**config.mk**
```make
export PLATFORM = sky130hd
export DESIGN_NAME = apb_master_ctrl
export DESIGN_NICKNAME = d
export VERILOG_FILES = /design/src/rtl/apb_master_ctrl.sv
export SDC_FILE = /design/constraint.sdc
export NUM_CORES = 1
export LEC_CHECK = 0
export CAP_MARGIN = 30
export CORE_UTILIZATION = 42
export CTS_CLUSTER_SIZE = 10
export DETAILED_ROUTE_END_ITERATION = 16
export PLACE_DENSITY = 0.84
export REMOVE_ABC_BUFFERS = 1
export SLEW_MARGIN = 20
export SYNTH_ARGS = -nofsm -noshare
export SYNTH_HDL_FRONTEND = slang
export SYNTH_SLANG_ARGS = --single-unit
```
**constraint.sdc**
```tcl
create_clock -name PCLK -period 5 [get_ports PCLK]
set_clock_uncertainty 0.15 [all_clocks]
set_input_delay 0.75 -clock PCLK [delete_from_list [all_inputs] [get_ports PCLK]]
set_output_delay 0.75 -clock PCLK [all_outputs]
set_load 0.05 [all_outputs]
```
**src/rtl/apb_master_ctrl.sv**
```systemverilog
// rtl/apb_master_ctrl.sv - single-outstanding APB master with misalignment and wait-state timeout checks
// All outputs are registered: the comb process computes next values, the seq process stores them.
module apb_master_ctrl #(
   parameter int unsigned DATA_WIDTH     = 32,
   parameter int unsigned TIMEOUT_CYCLES = 16
) (
   input  logic                  PCLK,
   input  logic                  PRESETn,
   input  logic                  req_valid,
   output logic                  req_ready,
   input  logic                  req_write,
   input  logic [DATA_WIDTH-1:0] req_addr,
   input  logic [DATA_WIDTH-1:0] req_wdata,
   output logic                  rsp_valid,
   output logic [DATA_WIDTH-1:0] rsp_rdata,
   output logic                  rsp_err,
   output logic                  rsp_timeout,
   output logic [DATA_WIDTH-1:0] PADDR,
   output logic [DATA_WIDTH-1:0] PWDATA,
   output logic                  PSEL,
   output logic                  PENABLE,
   output logic                  PWRITE,
   input  logic [DATA_WIDTH-1:0] PRDATA,
   input  logic                  PREADY,
   input  logic                  PSLAVEERR
);

   typedef enum logic [1:0] {
      IDLE   = 2'd0,
      SETUP  = 2'd1,
      ACCESS = 2'd2,
      RESP   = 2'd3
   } state_t;

   localparam logic [7:0] TIMEOUT_LIM = TIMEOUT_CYCLES[7:0];

   state_t                  state, state_next;
   logic [7:0]              wait_cnt, wait_cnt_d;
   logic                    req_ready_d, rsp_valid_d, rsp_err_d, rsp_timeout_d;
   logic [DATA_WIDTH-1:0]   rsp_rdata_d, paddr_d, pwdata_d;
   logic                    psel_d, penable_d, pwrite_d;

   always_comb begin
      state_next    = state;
      wait_cnt_d    = wait_cnt;
      req_ready_d   = 1'b0;
      rsp_valid_d   = 1'b0;
      rsp_err_d     = 1'b0;
      rsp_timeout_d = 1'b0;
      rsp_rdata_d   = '0;
      psel_d        = 1'b0;
      penable_d     = 1'b0;
      paddr_d       = PADDR;
      pwdata_d      = PWDATA;
      pwrite_d      = PWRITE;

      case (state)
         IDLE: begin
            if (req_valid && req_ready) begin
               if (req_addr[1:0] == 2'b00) begin
                  paddr_d    = req_addr;
                  pwdata_d   = req_wdata;
                  pwrite_d   = req_write;
                  psel_d     = 1'b1;
                  state_next = SETUP;
               end else begin
                  // Misaligned: report straight away, the bus is never touched.
                  rsp_valid_d = 1'b1;
                  rsp_err_d   = 1'b1;
                  state_next  = RESP;
               end
            end else begin
               req_ready_d = 1'b1;
            end
         end
         SETUP: begin
            psel_d     = 1'b1;
            penable_d  = 1'b1;
            wait_cnt_d = '0;
            state_next = ACCESS;
         end
         ACCESS: begin
            if (PREADY) begin
               rsp_valid_d = 1'b1;
               rsp_err_d   = PSLAVEERR;
               rsp_rdata_d = (!PWRITE && !PSLAVEERR) ? PRDATA : '0;
               state_next  = RESP;
            end else if (wait_cnt + 8'd1 == TIMEOUT_LIM) begin
               // This low-PREADY cycle brings the count to the limit: give up.
               wait_cnt_d    = wait_cnt + 8'd1;
               rsp_valid_d   = 1'b1;
               rsp_err_d     = 1'b1;
               rsp_timeout_d = 1'b1;
               state_next    = RESP;
            end else begin
               wait_cnt_d = wait_cnt + 8'd1;
               psel_d     = 1'b1;
               penable_d  = 1'b1;
            end
         end
         RESP: begin
            req_ready_d = 1'b1;
            state_next  = IDLE;
         end
         default: begin
            state_next = IDLE;
         end
      endcase
   end

   always_ff @(posedge PCLK) begin
      if (!PRESETn) begin
         state       <= IDLE;
         wait_cnt    <= '0;
         req_ready   <= 1'b0;
         rsp_valid   <= 1'b0;
         rsp_err     <= 1'b0;
         rsp_timeout <= 1'b0;
         rsp_rdata   <= '0;
         PSEL        <= 1'b0;
         PENABLE     <= 1'b0;
         PADDR       <= '0;
         PWDATA      <= '0;
         PWRITE      <= 1'b0;
      end else begin
         state       <= state_next;
         wait_cnt    <= wait_cnt_d;
         req_ready   <= req_ready_d;
         rsp_valid   <= rsp_valid_d;
         rsp_err     <= rsp_err_d;
         rsp_timeout <= rsp_timeout_d;
         rsp_rdata   <= rsp_rdata_d;
         PSEL        <= psel_d;
         PENABLE     <= penable_d;
         PADDR       <= paddr_d;
         PWDATA      <= pwdata_d;
         PWRITE      <= pwrite_d;
      end
   end

endmodule

```
==> run_results.csv <==
group,metric,value,unit
setup_path,critPathKind,"reg2out",
setup_path,end_kind,"output port",
synthesis,synth.area.top_cells,"dfxtp_1, nand2_1, a21oi_1, and2_1, clkbuf_1",
layout,fin_nets,762,
timing,setup_viol_count_final,0,
detailed_routing,drt-initial-drc-count,131,
synthesis,syn_inst,455,
place,dpl.cell_count,744,
synthesis,ys_warn_count,0,
setup_path,rr_startpoint,"state[0]",
setup_path,max_stage_delay,0.84,ns
layout,layout.cells.non_filler,776,
setup_path,r2r-end,"PADDR[29]",
clock_tree,root_buffer,"clkbuf_8",
global_routing,grt-ovfl-total,0,
detailed_routing,wl_per_cell,14.15,um
clock_tree,cts_hold_buf,0,
clock_tree,clk_pin_slew_worst_paths,0.06,ns
place,dp_hpwl,7.852,mm
floorplan,io_pins,205,
floorplan,core-area,8891,um^2
setup_path,crit_path_top_delay_cell,"clkdlybuf4s50_1",
layout,drive_gt1_share,7.036,%
timing,slew_headroom,54.29,%
floorplan,dieArea,9778,um^2
timing,fin_ws,2.391,ns
timing,fin_crit_sh,52.18,%
synthesis,avgSynthCellArea,8.665,um^2
timing,tightestPinTransition,0.6846,ns
synthesis,synth_most_common_cell,"nand2_1",
place,gp_congestion,0.8363,
setup_path,r2r_cells,7,
setup_path,worst_ep_arrival_time,1.71,ns
floorplan,placementRows,34,
timing,setup-tns-final,0,ns
synthesis,syn_area,3943,um^2
layout,area_growth,69.37,%
timing,slew_viol_final,0,
detailed_routing,vias,3835,
setup_path,cp.required,4.10,ns
synthesis,synth-seq-cells,113,
setup_path,worstPathMaxFanout,3,
layout,antennaDiodeCount,0,
clock_tree,cts_buffer_depth,2,
synthesis,async_flop_share,0,%
floorplan,die_height,98.89,um
power,leakage,2.394,nW
setup_path,cp-start-kind,"flop",
synthesis,synth_flop_cell,"dfxtp_1",
global_routing,grt_use_total,23.13,%
job,max_cap_viol_count,0,
synthesis,yosysUniqueCellTypes,37,
synthesis,synth_edf_count,0,
clock_tree,clock-sinks,113,
clock_tree,numCtsBuffers,17,
place,port_buffers,204,
clock_tree,cts.htree.levels,4,
setup_path,startpoint,"PWRITE",
detailed_routing,wirelength,10.98,mm
setup_path,cp_cell_sequence,"clkdlybuf4s50_1",
global_routing,grt_pass1_wl,17.68,mm
min_path,hold_class,"reg2reg",
synthesis,synth_common_cells,"nand2_1, dfxtp_1, a21oi_1, and2_1, clkbuf_1",
clock_tree,cts_resized,0,
detailed_routing,routed_via_density,4.942,
global_routing,grt_pass1_vias,3747,
power,vdd_ir_drop_max,0.0002735,V
setup_path,path_delay_family,"buffers and inverters",
timing,period_minus_slack,2.609,ns
detailed_routing,drc,0,
clock_tree,cts_setup_buffers,0,
setup_path,rrSetupSlack,2.57,ns
setup_path,endpoint,"PWRITE",
setup_path,cp.depth,1,
place,dp_slack,2.068,ns
setup_path,worst-path-buf-inv,1,
synthesis,synth-seq-area-share,57.38,%
floorplan,die_x,98.89,um
synthesis,yosys.area.top_type,"dfxtp_1",
global_routing,grt_max_degree,56,
power,powerDensity,394.8,nW/um^2
clock_tree,cts_tree,"yes",
status,status,"finished, final reports clean",
floorplan,initial_core_util,44.34,%
timing,rsz0062_at_grt,"false",
detailed_routing,first_pass_iters,4,
detailed_routing,final_antenna_net_count,0,
global_routing,antenna_found_initial,0,
synthesis,synth_top_cell_area_share,57.38,%
timing,hold_viol,0,
timing,timing.fmax,0.3833,GHz
clock_tree,clkLatencyLatePin,0.50,ns
tightest hold or removal path, delay by kind of cell, from the launching register on:
family | cells | cell delay [ns]
flip-flops | 1 | 0.31
AO/OA/AOI/OAI | 1 | 0.05
AND/OR/NAND/NOR | 1 | 0.05
stage by stage:
stage | utilization (%) | hold WS, ns | power, mW | area, um^2
final | 75.11 | 0.3042 | 2.636 | 6678
after global routing | 75.11 | 0.3169 | 2.750 | 6678
after CTS | 75.11 | 0.3035 | 2.658 | 6678
after detailed placement | 68.32 | 0.2959 | 1.460 | 6075
after global placement | 68.10 | 0.2910 | 1.447 | 6055
after floorplan | - | 0.3177 | 1.260 | 3841
final cells by class:
type	count	area (um^2)
clock inverter	13	161.4
inverter	4	15.01
sequential	113	2262
tap	108	135.1
timing repair buffer	208	2085
fill	645	2213
clock buffer	19	441.7
multi-input combinational	311	1578
cells in the final DEF, fill, tap and decap left out, types with 4 or more instances in the layout:
master / synthesis / final
nand2_1: 138 / 138
nand2b_1: 4 / 4
o21ai_0: 7 / 7
clkdlybuf4s50_1: 0 / 204
and2_1: 33 / 33
a21oi_1: 67 / 67
clkbuf_16: 0 / 16
nor3_1: 5 / 5
nor2_1: 13 / 13
nand3_1: 4 / 4
ha_1: 5 / 5
clkinvlp_4: 0 / 4
dfxtp_1: 113 / 113
power by group:
group          leakage, nW  switching, mW  internal, mW
clock                0.286          0.409         0.783
combinational         1.20          0.275         0.199
sequential           0.912         0.0255         0.944
worst min-delay path by stage:
stage	endpoint	cells after the start	startpoint	slack, ns
after global routing	PADDR[30]	2	PADDR[30]	0.32
after floorplan	state[1]	2	state[1]	0.32
after CTS	PWDATA[15]	2	PWDATA[15]	0.30
after global placement	PWDATA[10]	2	PWDATA[10]	0.29
final	PWDATA[20]	2	PWDATA[20]	0.30
after detailed placement	PWDATA[20]	2	PWDATA[20]	0.30
sequential cells by signal (all words and copies together) (netlist names):
name and cells:
req_ready 1, PADDR 32, rsp_rdata 32, wait_cnt 8
rsp_timeout 1, rsp_err 1, PWDATA 32, PENABLE 1
PSEL 1, rsp_valid 1, PWRITE 1, state 2
logic make-up (layout without fill, tap and decap cells):
kind of cell / count (synthesis) / count (layout) / share of synthesized area (%)
flip-flops: 113 / 113 / 57.38
adder cells (fa/ha/maj): 5 / 5 / 1.587
buffers and inverters: 31 / 244 / 2.951
AO/OA/AOI/OAI: 91 / 91 / 12.79
multiplexers: 2 / 2 / 0.5078
AND/OR/NAND/NOR: 213 / 213 / 24.79
per-layer routing:
layer	GRT usage (%)	vias up	share of wire [%]
met2	40.24	179	51
met1	24.75	1747	39
met4	9.414	0	1.1
li1	-	1901	-
met3	9.645	8	9.3
met5	0	-	0
(Power assumes the default switching activity.)
